$ cat src/rtl/multu_seq_ctrl_if.sv
`default_nettype none
// ============================================================================
//  Module      : multu_seq_ctrl_if
//  Description : EX-stage <-> MULTU controller signal bundle
//  Revision    : 1.0  initial release
// ============================================================================
interface multu_seq_ctrl_if #(
    parameter int WIDTH = 32
);
    logic             start;
    logic [WIDTH-1:0] src_a;
    logic [WIDTH-1:0] src_b;
    logic             rd_hi;
    logic             rd_lo;
    logic             busy;
    logic             stall;
    logic             done;
    logic [WIDTH-1:0] hi;
    logic [WIDTH-1:0] lo;

    // Pipeline side: issues MULTU / MFHI / MFLO and observes the interlock.
    modport master (
        output start, src_a, src_b, rd_hi, rd_lo,
        input  busy, stall, done, hi, lo
    );

    // Controller side.
    modport slave (
        input  start, src_a, src_b, rd_hi, rd_lo,
        output busy, stall, done, hi, lo
    );
endinterface
`default_nettype wire

$ cat src/rtl/multu_seq_ctrl.sv
`default_nettype none
// ============================================================================
//  Module      : multu_seq_ctrl
//  Description : Radix-2 shift-add MULTU unit owning HI/LO, with MFHI/MFLO
//                and back-to-back MULTU interlock toward the hazard unit.
//  Revision    : 1.0  initial release
// ============================================================================
module multu_seq_ctrl #(
    parameter int WIDTH = 32
) (
    input  logic                clk,
    input  logic                rst,
    multu_seq_ctrl_if.slave     bus
);
    localparam int             c_CW        = (WIDTH > 1) ? $clog2(WIDTH) : 1;
    localparam logic [c_CW-1:0] c_LAST_ITER = c_CW'(WIDTH - 1);

    typedef enum logic [0:0] {
        S_IDLE = 1'b0,
        S_RUN  = 1'b1
    } state_t;

    state_t             r_state;
    state_t             w_next;

    logic [WIDTH-1:0]   r_mcand;
    logic [WIDTH-1:0]   r_mplier;
    logic [WIDTH:0]     r_acc;
    logic [c_CW-1:0]    r_count;
    logic [WIDTH-1:0]   r_hi;
    logic [WIDTH-1:0]   r_lo;
    logic               r_done;

    logic               w_busy;
    logic               w_accept;
    logic               w_last;
    logic [WIDTH:0]     w_addend;
    logic [WIDTH:0]     w_sum;
    logic [2*WIDTH:0]   w_shift;

    assign w_busy   = (r_state == S_RUN);
    assign w_accept = (r_state == S_IDLE) && bus.start;
    assign w_last   = w_busy && (r_count == c_LAST_ITER);

    // One radix-2 step: conditional add, then shift the whole {acc,mplier} pair.
    assign w_addend = r_mplier[0] ? {1'b0, r_mcand} : '0;
    assign w_sum    = r_acc + w_addend;
    assign w_shift  = {w_sum, r_mplier} >> 1;

    always_ff @(posedge clk or negedge rst) begin
        if (!rst) begin
            r_state <= S_IDLE;
        end else begin
            r_state <= w_next;
        end
    end

    always_comb begin
        w_next = r_state;
        case (r_state)
            S_IDLE:  if (bus.start) w_next = S_RUN;
            S_RUN:   if (r_count == c_LAST_ITER) w_next = S_IDLE;
            default: w_next = S_IDLE;
        endcase
    end

    always_ff @(posedge clk or negedge rst) begin
        if (!rst) begin
            r_mcand  <= '0;
            r_mplier <= '0;
            r_acc    <= '0;
            r_count  <= '0;
            r_hi     <= '0;
            r_lo     <= '0;
            r_done   <= 1'b0;
        end else begin
            r_done <= 1'b0;
            if (w_accept) begin
                r_mcand  <= bus.src_a;
                r_mplier <= bus.src_b;
                r_acc    <= '0;
                r_count  <= '0;
            end else if (w_busy) begin
                r_acc    <= w_shift[2*WIDTH:WIDTH];
                r_mplier <= w_shift[WIDTH-1:0];
                r_count  <= r_count + c_CW'(1);
                // HI/LO only move on the completing edge; readers rely on the stall.
                if (w_last) begin
                    r_hi   <= w_shift[2*WIDTH-1:WIDTH];
                    r_lo   <= w_shift[WIDTH-1:0];
                    r_done <= 1'b1;
                end
            end
        end
    end

    assign bus.busy  = w_busy;
    assign bus.stall = w_busy & (bus.start | bus.rd_hi | bus.rd_lo);
    assign bus.done  = r_done;
    assign bus.hi    = r_hi;
    assign bus.lo    = r_lo;

endmodule
`default_nettype wire

$ cat src/flat_wrapper.sv
// flat-port wrapper written by rule: the top's interface ports become plain ports
module multu_seq_ctrl_flat 
#(
    parameter int WIDTH = 32
)
  (clk, rst, bus_start, bus_src_a, bus_src_b, bus_rd_hi, bus_rd_lo, bus_busy, bus_stall, bus_done, bus_hi, bus_lo);
  multu_seq_ctrl_if #(.WIDTH(WIDTH)) bus_i ();
  input  logic clk;
  input  logic rst;
  input wire logic [$bits(bus_i.start)-1:0] bus_start;
  input wire logic [$bits(bus_i.src_a)-1:0] bus_src_a;
  input wire logic [$bits(bus_i.src_b)-1:0] bus_src_b;
  input wire logic [$bits(bus_i.rd_hi)-1:0] bus_rd_hi;
  input wire logic [$bits(bus_i.rd_lo)-1:0] bus_rd_lo;
  output wire logic [$bits(bus_i.busy)-1:0] bus_busy;
  output wire logic [$bits(bus_i.stall)-1:0] bus_stall;
  output wire logic [$bits(bus_i.done)-1:0] bus_done;
  output wire logic [$bits(bus_i.hi)-1:0] bus_hi;
  output wire logic [$bits(bus_i.lo)-1:0] bus_lo;
  assign bus_i.start = bus_start;
  assign bus_i.src_a = bus_src_a;
  assign bus_i.src_b = bus_src_b;
  assign bus_i.rd_hi = bus_rd_hi;
  assign bus_i.rd_lo = bus_rd_lo;
  assign bus_busy = bus_i.busy;
  assign bus_stall = bus_i.stall;
  assign bus_done = bus_i.done;
  assign bus_hi = bus_i.hi;
  assign bus_lo = bus_i.lo;
  multu_seq_ctrl #(.WIDTH(WIDTH)) u_core (.clk(clk), .rst(rst), .bus(bus_i));
endmodule
$ cat config.mk
export PLATFORM = sky130hd
export DESIGN_NAME = multu_seq_ctrl_flat
export DESIGN_NICKNAME = d
export VERILOG_FILES = /design/src/rtl/multu_seq_ctrl_if.sv /design/src/rtl/multu_seq_ctrl.sv /design/src/flat_wrapper.sv
export SDC_FILE = /design/constraint.sdc
export NUM_CORES = 1
export LEC_CHECK = 0
export CAP_MARGIN = 20
export CELL_PAD_IN_SITES_DETAIL_PLACEMENT = 1
export CELL_PAD_IN_SITES_GLOBAL_PLACEMENT = 1
export CORE_MARGIN = 5
export CORE_UTILIZATION = 29
export DETAILED_ROUTE_END_ITERATION = 16
export GPL_ROUTABILITY_DRIVEN = 0
export PLACE_DENSITY_LB_ADDON = 0.1
export SLEW_MARGIN = 0
export SYNTH_ARGS = -nofsm -noshare
export SYNTH_HDL_FRONTEND = slang
export SYNTH_SLANG_ARGS = --single-unit
export TNS_END_PERCENT = 10
$ cat constraint.sdc
create_clock -name clk -period 2.7 [get_ports clk]
set_input_delay 0.27 -clock clk [delete_from_list [all_inputs] [get_ports clk]]
set_output_delay 0.27 -clock clk [all_outputs]
set_load 0.05 [all_outputs]
==> metrics.cfg <==
[synth]
synth_warnings = 0
netlist_area_mm2 = 0.008451
yosys.cell_types.count = 51
synth_top_cells_by_area = dfrtp_1, nand2_1, mux2_2
synth-main-ff-cell = dfrtp_1
synth_fp_nets = 947
netlist_instances = 843
avgSynthCellArea_um2 = 10.02
synth_top_family_by_area = simple AND/OR/NAND/NOR gates
synth_adder_area_share_pct = 5.271
yosysTopAreaCellShare_pct = 49.45
synth_commonest_cells = nand2_1, dfrtp_1, o21ai_0, mux2_2, clkbuf_1
synth_enable_flop_cells = 0
async_reset_ff_share_pct = 100.0
synth_seq_area_share_pct = 49.45
synth_compound_area_share_pct = 14.47
synth_top_area_cell = dfrtp_1
synthSimpleGateAreaFrac_pct = 15.38
muxShareOfSynthArea_pct = 9.950
ys_ff_latch = 167
synthXorXnorAreaFrac_pct = 3.006
synth.most_common_cell = nand2_1

[power_and_ir_drop]
swShare_pct = 42.70
vdd_drop_max_mv = 0.5214
p_leak_nw = 5.660
power_frac_seq_pct = 26.8
clkPwrFrac_pct = 15.3
power.share.combinational_pct = 57.9
p_total_mw = 16.70
internal_power_mw = 9.567
powerDensity_mw_per_mm2 = 1385
switchingPower_mw = 7.129

[job]
drv_cap = 0

[setup_path]
required_ns = 3.01
ff2ff_path_depth = 12
worstSetupPathType = reg -> reg
crit_path_max_incr_delay_ns = 0.45
worstSetupStartpointType = register
cp_data_arrival_time_ns = 3.25
cp_max_fo = 5
critPathSlowestCell = dfrtp_2
path_cells = and2_4, ha_4, fa_2, a211oi_2, o21ai_1, a41oi_2, buf_4, o21ai_4, a311o_1, a31oi_1, xnor2_1, mux2_4
endpoint_kind = register

[clock_tree]
path_clk_slew_ns = 0.07
cts_buffers = 17
cts_max_level = 4
clock_latency_ns = 0.43
cts_root_buf = clkbuf_16
cts_tree = done
clock_path_buffers = 2
cts_sinks = 167

[global_route]
grt_pass1_wl_mm = 42.04
met2_usage_pct = 26.31
grt_use_total_pct = 15.75
grt_overflow_total = 0
grt_max_degree = 62
grtUsageMet1_pct = 21.66
use_met3_pct = 2.755
busiest_layer = met2
antenna_found_initial = 0
grt_pass1_vias = 7663

[detailed_routing]
wl_per_cell_um = 17.48
vias = 6965
drtPass1Iterations = 4
detail-route-antenna-nets = 0
drc = 0
wl_mm = 25.57
vias_per_cell = 4.761
drt_iter0_drc = 296

[sta]
min_period_ns = 2.942
clock.fmax_mhz = 340.0
fin_skew_ns = 0.01622
worstMarginPinSlew_ns = 0.6368
maxSlewViolCount = 0
rsz0062_at_grt = true
setup_violations = 21
setup_slack_ns = -0.2416
slew_headroom_pct = 57.55
hold_violations = 0
period_share_pct = 108.9

[floorplanning]
coreArea_mm2 = 0.02870
ioPinCount = 136
dieHeight_um = 180.7
row_count = 62
start_util_pct = 29.44
die_w_um = 180.7
die-area_mm2 = 0.03265

[finish]
nNetsFinal = 1170
drive_above_1_share_pct = 24.28
fill_cells = 3174
area_growth_pct = 42.70
design_area_mm2 = 0.01206
instances_no_fill = 1463
antenna_cells = 0

[outcome]
status = finished with violations
violations = negative setup slack

[placed_design]
portBuffers = 135
dp_hpwl_mm = 18.07
placed_cell_area_mm2 = 0.01100
dp.cells = 1421

[hold_path]
hold_path.class = in -> async

placed cells by master (no fill, tap or decap), types with 3 or more instances in the layout:
cell type and count:
nand2_1 196, a22o_1 27, and3_1 4, o21ai_1 10
o21ai_0 48, nor3b_1 3, a21oi_2 9, nor2_1 15
mux2_4 3, xor2_1 8, a21o_1 20, a21oi_1 22
clkdlybuf4s50_1 132, o21ai_2 5, inv_1 5, a221oi_2 3
a211o_1 3, nand3_1 12, ha_1 26, xnor2_1 15
ha_4 8, o21bai_1 7, nand4_1 7, mux2_2 42
o21a_1 3, nor3_1 8, o211ai_1 5, inv_8 3
nand2b_1 3, dfrtp_1 165, clkinv_4 4, and2_4 7
and2_1 26, mux2i_1 33, clkbuf_16 17, xor2_2 3
buf_4 112, buf_12 6
cell families (layout without fill, tap and decap cells):
group	after synthesis	after routing
and+or+nand+nor	296	296
muxes	78	78
xor gates and xnor gates	29	29
adders and majority gates	35	35
DFF	167	167
AOI/OAI and AO/OA	183	183
buffers and inverters	55	291
repair_timing:
action / 4_1_cts / 5_1_grt
gates resized for setup: 49 / 26
endpoints found under the setup margin: 36 / 37
setup buffers: 6 / 4
hold buffers: 1 / 0
hold endpoints to repair: 58 / 0
pin swaps: 15 / 12
final cells by class:
class | instances | area (um^2) | area share [%]
clock buffer | 18 | 439.2 | 3.642
clock inverter | 14 | 166.4 | 1.380
inverter | 6 | 22.52 | 0.1868
multi-input combinational | 621 | 4458 | 36.97
sequential | 167 | 4184 | 34.70
tap | 384 | 480.5 | 3.984
timing repair buffer | 253 | 2308 | 19.14
critical path, delay by kind of cell (launching register included):
family / cells / cell delay [ns]
buf+inv: 1 / 0.17
simple gates: 1 / 0.18
flops: 1 / 0.45
compound gates: 6 / 1.14
mux: 1 / 0.26
fa+ha+maj: 2 / 0.51
xor+xnor: 1 / 0.11
through the flow:
step / util (%) / worst slack, ns / setup TNS (ns) / hold WS, ns
floorplan: - / -0.01629 / -0.03126 / -0.02559
global placement: 38.33 / -0.3728 / -6.486 / 0.3267
detailed placement: 38.33 / -0.3747 / -7.621 / 0.3312
CTS: 41.41 / -0.2117 / -2.284 / 0.4089
global route: 42.01 / -0.3446 / -5.694 / 0.4190
finish: 42.01 / -0.2416 / -1.832 / 0.4183
final timing paths:
path | from | to | slack (ns)
worst max-delay path | u_core.r_mplier[0] | u_core.bus.hi[15] | -0.24
worst min-delay path | rst | u_core.r_mcand[6] | 0.42
worst max register to register | u_core.r_mplier[0] | u_core.bus.hi[15] | -0.24
worst min register to register | u_core.bus.lo[22] | u_core.bus.lo[22] | 0.47
max in group asynchronous | rst | u_core.bus.hi[20] | 1.62
min in group clk | bus_start | u_core.r_mplier[25] | 0.42
power by group through the flow:
stage / Combinational (mW) / Clock [mW] / Sequential [mW]
finish: 9.66 / 2.55 / 4.48
global route: 10.5 / 2.75 / 4.65
CTS: 9.47 / 2.65 / 4.50
detailed placement: 8.95 / 0 / 4.49
global placement: 8.83 / 0 / 4.49
floorplan: 4.18 / 0 / 5.63
sequential cells by signal, summed over array words and instances, names as in the netlist:
register	flops
u_core.bus.done	1
u_core.bus.lo	32
u_core.bus.hi	32
u_core.r_count	5
u_core.r_mcand	32
u_core.r_mplier	32
u_core.r_acc	32
u_core.bus.busy	1
per-layer routing:
metal  routed length [um]  vias to the layer above
met5                    0                        -
met3                  700                       13
met2                12170                      102
met1                12480                     3472
met4                  218                        0
li1                     -                     3378
(Power assumes the default switching activity.)
